==> src/rtl/mem_rd_arbiter.sv <==
// rtl/mem_rd_arbiter.sv - round-robin arbiter sharing a byte-wide memory read port for 16-bit word reads
module mem_rd_arbiter #(
  parameter int NUM_REQ    = 4,
  parameter int ADDR_WIDTH = 16,
  parameter int MEM_DEPTH  = 2048,
  parameter int MEM_AW     = 11,
  parameter int MEM_WIDTH  = 8,
  parameter int WORD_WIDTH = 16
) (
  input  logic                          clock,
  input  logic                          nrst,
  input  logic [NUM_REQ-1:0]            req,
  input  logic [NUM_REQ*ADDR_WIDTH-1:0] req_addr,
  output logic [NUM_REQ-1:0]            gnt,
  output logic [WORD_WIDTH-1:0]         rd_data,
  output logic [NUM_REQ-1:0]            rd_valid,
  output logic                          rd_err,
  output logic                          busy,
  output logic [MEM_AW-1:0]             mem_addr,
  output logic                          mem_rd_en,
  input  logic [MEM_WIDTH-1:0]          mem_data_in
);

  localparam int PTR_W = (NUM_REQ > 1) ? $clog2(NUM_REQ) : 1;

  typedef enum logic [1:0] {IDLE, RD_LO, RD_HI, CAPT} state_t;

  state_t                 state_q, state_d;
  logic [PTR_W-1:0]       rr_ptr_q, rr_ptr_d;
  logic [PTR_W-1:0]       win_q, win_d;
  logic [MEM_AW-1:0]      addr_q, addr_d;
  logic                   legal_q, legal_d;
  logic [MEM_WIDTH-1:0]   lo_q, lo_d;
  logic [NUM_REQ-1:0]     gnt_q, gnt_d;
  logic [NUM_REQ-1:0]     rd_valid_q, rd_valid_d;
  logic                   rd_err_q, rd_err_d;
  logic [WORD_WIDTH-1:0]  rd_data_q, rd_data_d;
  logic [MEM_AW-1:0]      mem_addr_q, mem_addr_d;
  logic                   mem_rd_en_q, mem_rd_en_d;

  logic                   found;
  logic [PTR_W-1:0]       pick;
  int                     cand;
  logic [ADDR_WIDTH-1:0]  pick_addr;
  logic                   pick_legal;

  // First requesting index at or after rr_ptr, wrapping modulo NUM_REQ
  always_comb begin
    found = 1'b0;
    pick  = '0;
    cand  = 0;
    for (int i = 0; i < NUM_REQ; i++) begin
      cand = int'(rr_ptr_q) + i;
      if (cand >= NUM_REQ) cand = cand - NUM_REQ;
      if (!found && req[cand]) begin
        found = 1'b1;
        pick  = PTR_W'(cand);
      end
    end
  end

  assign pick_addr  = req_addr[int'(pick)*ADDR_WIDTH +: ADDR_WIDTH];
  assign pick_legal = !pick_addr[0] && (32'(pick_addr) <= 32'(MEM_DEPTH - 2));

  always_comb begin
    state_d     = state_q;
    rr_ptr_d    = rr_ptr_q;
    win_d       = win_q;
    addr_d      = addr_q;
    legal_d     = legal_q;
    lo_d        = lo_q;
    gnt_d       = '0;
    rd_valid_d  = '0;
    rd_err_d    = 1'b0;
    rd_data_d   = rd_data_q;
    mem_addr_d  = mem_addr_q;
    mem_rd_en_d = mem_rd_en_q;
    case (state_q)
      IDLE: begin
        if (found) begin
          win_d       = pick;
          addr_d      = pick_addr[MEM_AW-1:0];
          legal_d     = pick_legal;
          gnt_d       = NUM_REQ'(1) << pick;
          rr_ptr_d    = (pick == PTR_W'(NUM_REQ - 1)) ? '0 : pick + PTR_W'(1);
          mem_addr_d  = pick_addr[MEM_AW-1:0];
          mem_rd_en_d = pick_legal;
          state_d     = RD_LO;
        end
      end
      RD_LO: begin
        mem_addr_d = addr_q + MEM_AW'(1);
        state_d    = RD_HI;
      end
      RD_HI: begin
        lo_d        = mem_data_in;
        mem_rd_en_d = 1'b0;
        state_d     = CAPT;
      end
      CAPT: begin
        rd_data_d  = legal_q ? WORD_WIDTH'({mem_data_in, lo_q}) : '0;
        rd_valid_d = NUM_REQ'(1) << win_q;
        rd_err_d   = !legal_q;
        state_d    = IDLE;
      end
      default: state_d = IDLE;
    endcase
  end

  always_ff @(posedge clock or negedge nrst) begin
    if (!nrst) begin
      state_q     <= IDLE;
      rr_ptr_q    <= '0;
      win_q       <= '0;
      addr_q      <= '0;
      legal_q     <= 1'b0;
      lo_q        <= '0;
      gnt_q       <= '0;
      rd_valid_q  <= '0;
      rd_err_q    <= 1'b0;
      rd_data_q   <= '0;
      mem_addr_q  <= '0;
      mem_rd_en_q <= 1'b0;
    end else begin
      state_q     <= state_d;
      rr_ptr_q    <= rr_ptr_d;
      win_q       <= win_d;
      addr_q      <= addr_d;
      legal_q     <= legal_d;
      lo_q        <= lo_d;
      gnt_q       <= gnt_d;
      rd_valid_q  <= rd_valid_d;
      rd_err_q    <= rd_err_d;
      rd_data_q   <= rd_data_d;
      mem_addr_q  <= mem_addr_d;
      mem_rd_en_q <= mem_rd_en_d;
    end
  end

  assign gnt       = gnt_q;
  assign rd_valid  = rd_valid_q;
  assign rd_err    = rd_err_q;
  assign rd_data   = rd_data_q;
  assign mem_addr  = mem_addr_q;
  assign mem_rd_en = mem_rd_en_q;
  assign busy      = (state_q != IDLE);

endmodule

==> config.mk <==
export PLATFORM = sky130hd
export DESIGN_NAME = mem_rd_arbiter
export DESIGN_NICKNAME = d
export VERILOG_FILES = /design/src/rtl/mem_rd_arbiter.sv
export SDC_FILE = /design/constraint.sdc
export NUM_CORES = 1
export LEC_CHECK = 0
export ABC_AREA = 1
export CAP_MARGIN = 15
export CELL_PAD_IN_SITES_DETAIL_PLACEMENT = 1
export CELL_PAD_IN_SITES_GLOBAL_PLACEMENT = 1
export CORE_MARGIN = 2
export CORE_UTILIZATION = 36
export CTS_BUF_LIST = sky130_fd_sc_hd__clkbuf_8 sky130_fd_sc_hd__clkbuf_16
export CTS_CLUSTER_SIZE = 8
export DETAILED_ROUTE_END_ITERATION = 10
export PLACE_DENSITY = 0.94
export SETUP_SLACK_MARGIN = 0.2
export SYNTH_ARGS = -nofsm -noshare
export SYNTH_HDL_FRONTEND = slang
export SYNTH_SLANG_ARGS = --single-unit
==> constraint.sdc <==
create_clock -name clock -period 3.6 [get_ports clock]
set_clock_uncertainty 0.2 [all_clocks]
set_input_delay 1.08 -clock clock [delete_from_list [all_inputs] [get_ports clock]]
set_output_delay 1.08 -clock clock [all_outputs]
set_load 0.01 [all_outputs]
==> reports/results.ini, run 1 <==
[synth]
synth_enable_flop_cells = 0
yosys_warnings = 0
yosys_most_used_dff = dfrtp_1
ys_seq_area_frac = 0.427
netlist.top_cell.by_area = dfrtp_1
synth_area_per_cell_um2 = 7.95
synth_top_cell_area_share = 0.427
synth.distinct_cells = 32
synthArstFlopShare = 1.00
synthTopCellsByArea = dfrtp_1 (43%), nand2_1 (14%), inv_1 (5.1%), nand3_1 (4.5%), o211ai_2 (3.4%)
synth_fp_nets = 551
synth_cells = 464
ys_seq_elements = 63
syn-cell-area_um2 = 3690

[power_and_ir_drop]
p_int_mw = 2.58
total_power_mw = 5.21
p_per_area_nw_per_um2 = 1020
p_sw_frac = 0.505
p_clk_frac = 0.122
p_leak_nw = 2.43
p_switching_mw = 2.63
peakVddDrop_mv = 0.432
p_comb_frac = 0.637
power_frac_seq = 0.242

[sta]
finalSetupViolCount = 0
layout_min_cycle_time_ps = 3150
timing.final.max_slew_violations = 0
hold_viol = 0
fmax_mhz = 317
worstMarginPinSlew_ps = 853
setup_tns_ps = 0
grt_setup_unrepaired = false
slew_headroom = 0.431
fin_crit_sh = 0.876

[global_route]
grt-ovfl-total = 0
grt_usage = 0.211
grt_max_degree = 64
grt_pass1_vias = 3774
grt_pass1_wl_mm = 18.8
antenna_found_initial = 0

[worst_setup_path]
crit_chain = clkdlybuf4s50_1 -> inv_1 -> nand2_1 -> nand3_1 -> nand2_1 -> inv_1 -> nand3_4 -> nand3_4 -> buf_12 -> nand2_1 -> o21ai_2 -> nand2_1 -> nand3_1 -> nand2_1 -> nand2_1
worstRegToRegCells = 14
crit_path_end = mem_addr[3]
crit_path_start_kind = input pin
critPathBufInv = 4
path_common_cell = nand2_1
rr_endpoint = mem_addr[3]
cp_top_family = simple AND/OR/NAND/NOR gates
crit_slowest_cell = clkdlybuf4s50_1
reg2reg_from = rr_ptr_q[0]
cp.arrival_ps = 3180
crit_start = req[3]
crit_fanout = 32
max_stage_delay_ps = 470
ff2ff_setup_slack_ps = 950
critPathKind = in -> reg
worst_ep_required_time_ps = 3630
path_depth = 15
cp-end-kind = flip-flop

[clock_tree]
cts_buffers = 9
htreeDepth = 3
cts.root.buffer_cell = clkbuf_8
clock-sinks = 63
clkSlewWorstSetupHoldPaths_ps = 70
postCtsHoldBufs = 0
cts_buffer_depth = 2
cts_resized = 0
cts_setup_buffers = 0
cts_tree = yes
worstSkewPairLatency_ps = 350

[routing]
drt-pass1-iter-count = 4
routedWlPerCell_um = 15.9
routed_via_density = 5.02
drc = 0
ant_nets = 0
vias = 3572
drtIter0Drc = 158
routed_wl_mm = 11.3

[finish]
layout_common_cells = nand2_1 (138), clkdlybuf4s50_1 (114), dfrtp_1 (63)
diodes = 0
final_common_cell = nand2_1
nets = 661
syn_to_final_growth_pct = 38.5
fillers = 1190
final_core_util = 0.518
final_cell_count_no_fill = 712
drive_above_1_share = 0.130

[placement]
port_buffers = 115
dpl.cell_count = 696
hpwl_mm = 8.37
place_congestion = 0.773

[floorplan]
fp.dieArea_um2 = 11100
start_util = 0.374
fp-row-count = 36
chipWidth_um = 105
fp.dieH_um = 105
core_area_um2 = 9860
io_pins = 116

[status]
status = finished clean

[hold_path]
min_path_type = reg -> reg

[flow_run]
cap_violations = 0

layout make-up:
type / instances / area (um2) / share of cell area
Clock inverter: 7 / 78.8 / 0.0154
Sequential cell: 63 / 1580 / 0.309
Timing Repair Buffer: 119 / 1190 / 0.233
Tap cell: 133 / 166 / 0.0326
Multi-Input combinational cell: 324 / 1750 / 0.343
Clock buffer: 9 / 124 / 0.0243
Inverter: 57 / 221 / 0.0434
how the worst min path moves through the flow:
stage	startpoint	endpoint	slack, ps	cells past startpoint
2_1_floorplan	win_q[1]	rd_valid[0]	250	1
3_3_place_gp	rd_data[8]	rd_data[8]	260	2
3_5_place_dp	rd_data[12]	rd_data[12]	270	2
4_1_cts	rd_data[12]	rd_data[12]	290	2
5_1_grt	mem_addr[7]	mem_addr[7]	320	2
6_report	mem_addr[7]	mem_addr[7]	290	2
tightest hold or removal path, delay by kind of cell (launching register included):
family | cells | cell delay [ps]
AND/OR/NAND/NOR | 2 | 110
flip-flops | 1 | 350
registers in the layout, indices dropped and copies added, names as in the netlist:
name and flops:
mem_addr 11, addr_q 11, gnt 4, rd_valid 4, rd_err 1, state_q 2
legal_q 1, lo_q 8, rr_ptr_q 2, mem_rd_en 1, win_q 2, rd_data 16
logic make-up (layout without fill, tap and decap cells):
kind of cell | after synthesis | in the layout | synth area share
fa+ha+maj | 9 | 9 | 0.0305
simple gates | 244 | 244 | 0.306
xor+xnor | 9 | 9 | 0.0214
compound gates | 62 | 62 | 0.117
buf+inv | 77 | 192 | 0.0977
flops | 63 | 63 | 0.427
cells in the mapped netlist (3+ instances only):
cell type	number
a31oi_1	10
nand3_2	3
xnor2_1	4
xor2_1	5
inv_1	50
buf_2	5
nand2_1	138
nand2_4	5
nand3_1	33
nor3_1	8
dfrtp_1	63
o211ai_2	10
buf_6	5
a21oi_1	8
clkbuf_1	7
o21ai_2	9
nand2_2	16
nand4_1	6
ha_1	9
nor2_1	30
o21ai_0	23
inv_2	5
per-stage QoR:
step / hold WS [ps] / setup WS, ps / area, um2
2_1_floorplan: 255 / 920 / 3690
3_3_place_gp: 262 / 256 / 4900
3_5_place_dp: 268 / 148 / 4900
4_1_cts: 288 / 464 / 5110
5_1_grt: 322 / 271 / 5110
6_report: 292 / 447 / 5110
power by group through the flow:
stage                     logic [mW]  clock network [mW]  registers, mW
final                           3.31               0.633           1.26
after global routing            3.67               0.676           1.29
after CTS                       3.33               0.642           1.26
after detailed placement        3.24                   0           1.26
after global placement          3.05                   0           1.24
after floorplan                 2.34                   0           1.26
per-layer routing:
layer	global-route usage	vias up	share of wire
li1	-	1699	-
met1	0.253	1751	0.41
met2	0.375	104	0.53
met3	0.0451	18	0.042
met4	0.0695	0	0.019
met5	0	-	0
No activity file was read; power rests on OpenSTA's default activity.
==> run 2: changes to the inputs <==
--- a/config.mk
+++ b/config.mk
@@ -10,12 +10,12 @@
 export CELL_PAD_IN_SITES_DETAIL_PLACEMENT = 1
 export CELL_PAD_IN_SITES_GLOBAL_PLACEMENT = 1
 export CORE_MARGIN = 2
-export CORE_UTILIZATION = 36
-export CTS_BUF_LIST = sky130_fd_sc_hd__clkbuf_8 sky130_fd_sc_hd__clkbuf_16
+export CORE_UTILIZATION = 30
 export CTS_CLUSTER_SIZE = 8
 export DETAILED_ROUTE_END_ITERATION = 10
-export PLACE_DENSITY = 0.94
+export PLACE_DENSITY = 0.85
 export SETUP_SLACK_MARGIN = 0.2
+export SLEW_MARGIN = 15
 export SYNTH_ARGS = -nofsm -noshare
 export SYNTH_HDL_FRONTEND = slang
 export SYNTH_SLANG_ARGS = --single-unit
==> constraint.sdc (replaced) <==
create_clock -name clock -period 2.8 [get_ports clock]
set_clock_uncertainty 0.2 [all_clocks]
set_input_delay 0.84 -clock clock [delete_from_list [all_inputs] [get_ports clock]]
set_output_delay 0.84 -clock clock [all_outputs]
set_load 0.01 [all_outputs]
==> run 2 against run 1 <==
Net effect: combinational power up 65%; clock power is 60% higher; sequential cell count is the same; final cell count rose by 6.2%; cell area increased by 9.8%; die area rose by 19%; global-route usage down 2.3 points; sequential share of layout area fell by 2.7 points; sequential power rose by 28%; register-to-register slack worse by 600 ps; worst setup slack worse by 180 ps; total power grew 55%; largest power group unchanged; highest routed layer unchanged.
==> reports/results.ini, run 2 (synthesized netlist as in run 1, its figures left out) <==
[worst_setup_path]
worstRegToRegCells = 17  ; +3
worst_ep_required_time_ps = 2810  ; -820 ps
crit_fanout = 6  ; -81%
cp.arrival_ps = 2550  ; -630 ps
crit_path_start_kind = input pin
critPathKind = in -> reg
rr_endpoint = mem_addr[7]
ff2ff_setup_slack_ps = 350  ; -600 ps
cp-end-kind = flip-flop
reg2reg_from = rr_ptr_q[1]

[placement]
port_buffers = 115  ; unchanged
hpwl_mm = 8.64  ; +3.2%
place_congestion = 0.825  ; +6.7%
post-place-ws_ps = -274  ; -421 ps

[clock_tree]
htreeDepth = 3  ; unchanged
cts_tree = yes
clkSlewWorstSetupHoldPaths_ps = 50  ; -20 ps
cts.root.buffer_cell = clkbuf_16
clock-sinks = 63  ; unchanged
cts_buffers = 9  ; unchanged
cts_buffer_depth = 2  ; unchanged
worstSkewPairLatency_ps = 330  ; -20 ps
postCtsHoldBufs = 0  ; unchanged

[power_and_ir_drop]
p_leak_nw = 2.68  ; +10%
total_power_mw = 8.07  ; +55%
p_per_area_nw_per_um2 = 1440  ; +41%
peakVddDrop_mv = 0.538  ; +25%

[floorplan]
io_pins = 116  ; unchanged
chipWidth_um = 115  ; +9.2%
start_util = 0.307  ; -0.0668
fp.dieArea_um2 = 13200  ; +19%
fp-row-count = 40  ; +11%
core_area_um2 = 12000  ; +22%
fp.dieH_um = 115  ; +9.2%

[sta]
worstMarginPinSlew_ps = 578  ; -275 ps
hold_viol = 0  ; unchanged
layout_min_cycle_time_ps = 2540
finalSetupViolCount = 0  ; unchanged
hold_slack_ps = 274  ; -17.8 ps
timing.final.max_slew_violations = 0  ; unchanged
fin_ws_ps = 263  ; -184 ps
fin_crit_sh = 0.906
slew_headroom = 0.614  ; +0.183
setup_tns_ps = 0  ; unchanged
grt_setup_unrepaired = true
fmax_mhz = 394

[finish]
final_common_cell = nand2_1
syn_to_final_growth_pct = 52.1
final_core_util = 0.467  ; -0.0508
diodes = 0  ; unchanged
nets = 691  ; +4.5%
drive_above_1_share = 0.205  ; +0.0757
largest_reg_flops = 16  ; unchanged
layout_common_cells = nand2_1 (129), clkdlybuf4s50_1 (109), dfrtp_1 (62)

[global_route]
antenna_found_initial = 0  ; unchanged
grt_pass1_vias = 3981  ; +5.5%
grt_pass1_wl_mm = 19.4  ; +3.4%
grt_max_degree = 41  ; -36%
grt_usage = 0.188  ; -0.0228
grt-ovfl-total = 0  ; unchanged

[routing]
drtIter0Drc = 185  ; +17%
ant_nets = 0  ; unchanged
routedWlPerCell_um = 16.0  ; +0.94%
drc = 0  ; unchanged
vias = 3699  ; +3.6%
routed_wl_mm = 12.1  ; +7.2%
drt-pass1-iter-count = 4  ; unchanged
routed_via_density = 4.89  ; -2.5%

[hold_path]
min_path_type = reg -> reg
holdPathStages = 2  ; unchanged
worstHoldEndpoint = mem_addr[5]
hp-start = mem_addr[5]

[status]
status = finished clean

[flow_run]
cap_violations = 0  ; unchanged

## run 2: cell types whose count changed in the layout (fill, tap and decap cells not counted), sizes merged, moves of 2 or more
cell	before	now
buf	5	34
clkdlybuf4s15	0	2
clkdlybuf4s50	114	109
clkinvlp	3	0
inv	60	57
clkinv	0	3
clkbuf	9	15
## run 2: critical path, stage by stage
cell and delay, ps:
clkdlybuf4s15_1 190, inv_2 60, nand2_1 70, nand2_1 60, nand2_1 100, nand2_2 80, nand2_4 80, nand2_2 70
nand2_4 60, nand3_4 90, buf_6 150, bufbuf_16 260, nand2_2 50, o21ai_2 50, nand2_2 110, nand3_2 80
nand2_1 80, nand2_1 50
## run 2: routing by layer
| metal | GRT usage | vias up | routed length (um) | share of wire |
|---|---|---|---|---|
| li1 | - | 1756 | - | - |
| met1 | 0.226 | 1782 | 5060 | 0.42 |
| met2 | 0.328 | 132 | 6150 | 0.51 |
| met3 | 0.0385 | 29 | 562 | 0.046 |
| met4 | 0.0803 | 0 | 326 | 0.027 |
| met5 | 0 | - | 0 | 0 |
## run 2: area by class of cell
class	count	area [um2]
sequential	63	1580
inverter	57	226
fill	1437	6400
clock buffer	13	250
multi-input combinational	324	1850
clock inverter	3	18.8
tap	147	184
timing repair buffer	149	1510
## run 2: power breakdown
part	internal, mW	total [mW]	switching, mW	leakage [nW]
Combinational	2.43	5.46	3.02	1.75
Clock	0.621	1.01	0.385	0.134
Sequential	1.32	1.61	0.291	0.797
Total	4.37	8.07	3.70	2.68
## run 2: what timing repair did
action	CTS	global route
gates resized for setup	28	16
setup buffers	5	4
cloned	2	0
pin swaps	10	6
setup endpoints to repair	26	10
## run 2: stage by stage
step                cells  instance area (um2)
floorplan             464                 3690
global placement      729                 5110
detailed placement    729                 5110
CTS                   752                 5550
global route          756                 5610
finish                756                 5610
## run 2: worst max-delay path by stage
stage,start,endpoint,slack [ps],cells after the start
CTS,state_q[1],busy,240,4
global placement,req[3],mem_addr[1],-150,13
floorplan,req[3],rr_ptr_q[1],360,12
detailed placement,req[3],mem_addr[1],-270,14
finish,req[0],mem_addr[7],260,18
global route,req[3],mem_addr[7],160,18
